### src/rtl/jtag_master.sv
// Host-side JTAG initiator: one IR/DR/reset scan per command, TCK = clk/(2*TCK_HALF).
// Latency: rsp_valid N*2*TCK_HALF clk after accept (N = TCK periods); a new command is taken only when cmd_ready (IDLE).
module jtag_master #(
    parameter int TCK_HALF = 5,
    parameter int MAX_LEN  = 32,
    parameter int LEN_W    = $clog2(MAX_LEN + 1)
) (
    input  logic               clk,
    input  logic               rst,
    input  logic               cmd_valid,
    output logic               cmd_ready,
    input  logic [1:0]         cmd_op,
    input  logic [LEN_W-1:0]   cmd_len,
    input  logic [MAX_LEN-1:0] cmd_data,
    output logic               rsp_valid,
    output logic [MAX_LEN-1:0] rsp_data,
    output logic               busy,
    output logic               tck,
    output logic               tms,
    output logic               tdi,
    input  logic               tdo,
    output logic               trst_o
);

    localparam int PER_W = $clog2(MAX_LEN + 7);
    localparam int CNT_W = $clog2(2 * TCK_HALF);
    localparam logic [CNT_W-1:0] C_RISE = CNT_W'(TCK_HALF - 1);
    localparam logic [CNT_W-1:0] C_END  = CNT_W'(2 * TCK_HALF - 1);

    typedef enum logic [1:0] {S_IDLE, S_RUN, S_DONE} state_t;

    // Returns {trst, tms, tdi} for TMS-list entry p of the given operation.
    function automatic logic [2:0] f_entry(input logic is_rst, input logic is_ir,
                                           input logic [PER_W-1:0] len,
                                           input logic [MAX_LEN-1:0] data,
                                           input logic [PER_W-1:0] p);
        logic [PER_W-1:0]   s;
        logic [MAX_LEN-1:0] sh;
        logic [2:0]         r;
        s  = is_ir ? PER_W'(4) : PER_W'(3);
        sh = data >> (p - s);
        r  = 3'b000;
        if (is_rst) begin
            if (p < PER_W'(5)) r = 3'b110;
        end else if (p < s) begin
            r[1] = (p == '0) || (is_ir && (p == PER_W'(1)));
        end else if (p < s + len) begin
            r[1] = (p == s + len - PER_W'(1));
            r[0] = sh[0];
        end else begin
            r[1] = (p == s + len);
        end
        return r;
    endfunction

    state_t             r_state;
    state_t             w_state_nxt;
    logic               r_is_rst, r_is_ir;
    logic [LEN_W-1:0]   r_len;
    logic [MAX_LEN-1:0] r_data;
    logic [PER_W-1:0]   r_period;
    logic [CNT_W-1:0]   r_cnt;
    logic               r_tck, r_tms, r_tdi, r_trst;
    logic               r_rsp_vld;
    logic [MAX_LEN-1:0] r_rsp;

    logic               w_accept;
    logic [LEN_W-1:0]   w_len_eff;
    logic               w_in_rst, w_in_ir;
    logic [PER_W-1:0]   w_shift_start, w_len_p;
    logic               w_shift, w_last, w_period_end;

    assign w_len_eff = (cmd_len == '0)               ? LEN_W'(1) :
                       (cmd_len > LEN_W'(MAX_LEN))   ? LEN_W'(MAX_LEN) : cmd_len;
    assign w_in_rst  = cmd_op[1];
    assign w_in_ir   = (cmd_op == 2'b01);

    assign w_shift_start = r_is_ir ? PER_W'(4) : PER_W'(3);
    assign w_len_p       = PER_W'(r_len);
    assign w_shift       = !r_is_rst && (r_period >= w_shift_start) &&
                           (r_period < w_shift_start + w_len_p);
    assign w_last        = r_is_rst ? (r_period == PER_W'(5))
                                    : (r_period == w_shift_start + w_len_p + PER_W'(1));
    assign w_period_end  = (r_cnt == C_END);

    always_ff @(posedge clk) begin
        if (rst) r_state <= S_IDLE;
        else     r_state <= w_state_nxt;
    end

    always_comb begin
        w_state_nxt = r_state;
        w_accept    = 1'b0;
        case (r_state)
            S_IDLE: begin
                if (cmd_valid) begin
                    w_accept    = 1'b1;
                    w_state_nxt = S_RUN;
                end
            end
            S_RUN:   if (w_period_end && w_last) w_state_nxt = S_DONE;
            S_DONE:  w_state_nxt = S_IDLE;
            default: w_state_nxt = S_IDLE;
        endcase
    end

    always_ff @(posedge clk) begin
        if (rst) begin
            r_is_rst  <= 1'b0;
            r_is_ir   <= 1'b0;
            r_len     <= '0;
            r_data    <= '0;
            r_period  <= '0;
            r_cnt     <= '0;
            r_tck     <= 1'b0;
            r_tms     <= 1'b0;
            r_tdi     <= 1'b0;
            r_trst    <= 1'b0;
            r_rsp_vld <= 1'b0;
            r_rsp     <= '0;
        end else begin
            r_rsp_vld <= 1'b0;
            if (w_accept) begin
                r_is_rst <= w_in_rst;
                r_is_ir  <= w_in_ir;
                r_len    <= w_len_eff;
                r_data   <= cmd_data;
                r_period <= '0;
                r_cnt    <= '0;
                r_tck    <= 1'b0;
                r_rsp    <= '0;
                {r_trst, r_tms, r_tdi} <= f_entry(w_in_rst, w_in_ir, PER_W'(w_len_eff),
                                                  cmd_data, '0);
            end else if (r_state == S_RUN) begin
                // TDO is captured on the same clk that raises TCK.
                if (r_cnt == C_RISE) begin
                    r_tck <= 1'b1;
                    if (w_shift)
                        r_rsp <= r_rsp | (MAX_LEN'(tdo) << (r_period - w_shift_start));
                end
                if (w_period_end) begin
                    r_cnt <= '0;
                    r_tck <= 1'b0;
                    if (w_last) begin
                        {r_trst, r_tms, r_tdi} <= 3'b000;
                        r_rsp_vld <= 1'b1;
                    end else begin
                        r_period <= r_period + PER_W'(1);
                        {r_trst, r_tms, r_tdi} <= f_entry(r_is_rst, r_is_ir, w_len_p, r_data,
                                                          r_period + PER_W'(1));
                    end
                end else begin
                    r_cnt <= r_cnt + CNT_W'(1);
                end
            end
        end
    end

    assign cmd_ready = (r_state == S_IDLE);
    assign busy      = ~cmd_ready;
    assign rsp_valid = r_rsp_vld;
    assign rsp_data  = r_rsp;
    assign tck       = r_tck;
    assign tms       = r_tms;
    assign tdi       = r_tdi;
    assign trst_o    = r_trst;

endmodule

### config.mk
export PLATFORM = sky130hd
export DESIGN_NAME = jtag_master
export DESIGN_NICKNAME = d
export VERILOG_FILES = /design/src/rtl/jtag_master.sv
export SDC_FILE = /design/constraint.sdc
export NUM_CORES = 1
export LEC_CHECK = 0
export ABC_AREA = 0
export BUFFER_PORTS_ARGS = -buffer_cell sky130_fd_sc_hd__buf_2
export CORE_MARGIN = 5
export CORE_UTILIZATION = 40
export CTS_CLUSTER_DIAMETER = 50
export DETAILED_ROUTE_END_ITERATION = 10
export PLACE_DENSITY = 0.66
export SYNTH_ARGS = -nofsm -noshare
export SYNTH_HDL_FRONTEND = slang
export SYNTH_SLANG_ARGS = --single-unit
### constraint.sdc
create_clock -name clk -period 5.85 [get_ports clk]
set_clock_uncertainty 0.2 [all_clocks]
set_input_delay 1.17 -clock clk [delete_from_list [all_inputs] [get_ports clk]]
set_output_delay 1.17 -clock clk [all_outputs]
set_load 0.005 [all_outputs]
==> results.toml <==
[sta]
min_period_ns = 4.20
tns_ns = 0
fin_hold_ws_ns = 0.248
rsz0062_at_grt = "false"
fin_crit_sh = 0.719
slew_viol_final = 0
setup_violations = 0
worstMarginPinSlew_ns = 0.775
fmax_mhz = 238
fin_ws_ns = 1.65
worst_slew_margin_rel = 0.479
hold_violations = 0

[detailed_routing]
num_vias = 4225
ant_nets = 0
drt_iter0_markers = 286
top_layer_used = "met4"
avgViaCountPerCell = 5.35
wl_met2_mm = 5.83
route.detailed.drc = 0
wl_met1_mm = 5.48
wl_mm = 12.1
wl_per_cell_um = 15.3
first_pass_iters = 4
routed-wl-met3_um = 645

[yosys]
synth_warnings = 0
syn_area_per_cell_um2 = 8.54
synth_top_area_frac = 0.365
ys_ff_latch = 89
syn_inst = 571
synthTopCellsByArea = "dfxtp_1, nand2_1, ha_1"
synth_most_common_cell = "nand2_1"
synth_enable_flop_cells = 0
synth_nets = 644
synth_seq_area_share = 0.365
netlist_top_cells_count = "nand2_1, dfxtp_1, a21oi_1"
synth_cell_types = 62
synth_area_mm2 = 0.00488
async_reset_ff_frac = 0
synth_top_cell_by_area = "dfxtp_1"
ys.flop_type = "dfxtp_1"

[global_routing]
grt_overflow = 0
grt_pass1_wl_mm = 20.3
grt_max_degree = 50
grt_pass1_vias = 4144
antenna_found_initial = 0
grt.total_usage = 0.172

[cts]
cts_resized = 0
cts_root_buffer = "clkbuf_16"
numCtsBuffers = 9
clkLatencyLatePin_ns = 0.34
clk_pin_slew_ns = 0.06
htreeDepth = 3
cts_hold_buffers = 0
cts_tree = "built"
clk_path_buf_depth = 2
cts_setup_buffers = 0
cts.sinks = 89

[worst_setup_path]
slowest_stage = "dfxtp_1"
cp_max_fo = 8
path_cells = "inv_1 -> ha_1 -> fa_1 -> xor2_1 -> inv_1 -> ha_1 -> o21a_1 -> o21a_1 -> o21a_1 -> o21ai_0 -> nand4_1 -> o21ai_0"
max_stage_delay_ns = 0.48
critical_path_required_ns = 5.90
critPathLaunchType = "register"
critPathCaptureType = "register"
reg2reg_to = "rsp_data[4]$_SDFFE_PP0P_"
crit_type = "register to register"
path_delay_family = "compound AO/OA/AOI/OAI gates"
critPathBufInv = 2
reg2reg_setup_slack_ns = 1.65
timing.rr.start = "r_is_ir$_SDFFE_PP0P_"
r2r_cells = 12
cp.arrival_ns = 4.26
worst_path_most_repeated_cell = "o21a_1"

[power_and_ir_drop]
leakagePower_uw = 0.00234
power_density_mw_per_mm2 = 248
irDropWorstVdd_uv = 218

[placed_design]
place.gp.congestion = 0.929
hpwl_mm = 8.98
place_ws_ns = 1.72
port_buffers = 82
place_area_mm2 = 0.00537

[floorplan]
die_h_um = 120
start_util = 0.408
fp-row-count = 40
dieArea_mm2 = 0.0145
die_w_um = 120
coreArea_mm2 = 0.0120
io_pins = 83

[worst_hold_path]
hp-class = "register to register"
hold_end = "rsp_data[18]$_SDFFE_PP0P_"
hold_start = "rsp_data[18]$_SDFFE_PP0P_"
hold_depth = 2

[finish]
area_growth_pct = 16.6
drive_above_1_share = 0.194
diodes = 0
finalNetCount = 711
fin_area_mm2 = 0.00569

[job]
drv_cap = 0

[run_status]
status = "finished, final reports clean"
==> worst min-delay path: cells and delay by family (launching register included) <==
family / cells / cell delay, ns
flip-flops: 1 / 0.32
AO/OA/AOI/OAI: 1 / 0.05
AND/OR/NAND/NOR: 1 / 0.04
==> where the power goes <==
group          switching, uW  internal [uW]  leakage, uW
combinational            101           73.9      0.00146
sequential              12.2            624     0.000723
clock                    239            357     0.000157
total                    353           1050      0.00234
==> logic make-up after synthesis <==
kind of cell	Yosys count	synth area share
buf+inv	46	0.0398
mux	21	0.0703
xor+xnor	27	0.0595
flops	89	0.365
simple gates	228	0.220
compound gates	131	0.166
fa+ha+maj	29	0.0790
==> layer usage <==
metal	global-route usage	vias to the layer above
li1	-	2128
met1	0.226	1979
met2	0.282	107
met3	0.0388	11
met4	0.0489	0
met5	0	-
==> how the worst max path moves through the flow <==
stage	start	to	slack [ns]	depth (start not counted)
global route	r_is_ir$_SDFFE_PP0P_	rsp_data[4]$_SDFFE_PP0P_	1.18	12
floorplan	r_is_ir$_SDFFE_PP0P_	tdi$_SDFFE_PP0P_	2.27	12
detailed placement	r_is_ir$_SDFFE_PP0P_	rsp_data[20]$_SDFFE_PP0P_	1.72	12
CTS	r_is_ir$_SDFFE_PP0P_	rsp_data[4]$_SDFFE_PP0P_	1.66	12
global placement	r_is_ir$_SDFFE_PP0P_	rsp_data[16]$_SDFFE_PP0P_	1.93	12
finish	r_is_ir$_SDFFE_PP0P_	rsp_data[4]$_SDFFE_PP0P_	1.65	12
==> cell usage in the layout (no fill, tap or decap), types with 5 or more instances in the layout <==
cell type    n
a211oi_1     5
a21oi_1     56
and2_1       6
buf_2       82
clkbuf_16    9
dfxtp_1     89
ha_1        26
inv_1       15
mux2i_1     11
mux4_2       7
nand2_1    132
nand2b_1     6
nand3_1     11
nand3b_1     7
nand4_1      9
nor2_1      19
nor2b_1     10
nor3_1       6
o21ai_0     40
or3_1        6
xnor2_1     15
xor2_1       8
==> per-stage QoR <==
step	util	instances	power, uW
floorplan	-	571	776
global placement	0.449	774	820
detailed placement	0.449	774	825
CTS	0.475	790	1430
global route	0.475	790	1470
finish	0.475	790	1410
==> sequential cells by signal, indices dropped and copies added (netlist names), 2 cells and up <==
| signal | count |
|---|---|
| r_period | 6 |
| r_cnt | 4 |
| rsp_data | 32 |
| r_data | 32 |
| r_len | 6 |
| r_state | 2 |
==> cell type report <==
type / count / area, um2
flip-flops and latches: 89 / 1780
fillers: 1136 / 6270
inverters: 16 / 61.3
well taps: 147 / 184
clock inverters: 5 / 61.3
clock buffers: 11 / 253
multi-input cells: 436 / 2910
repair buffers: 86 / 440
Note: power is estimated with default switching activity, not from simulation.
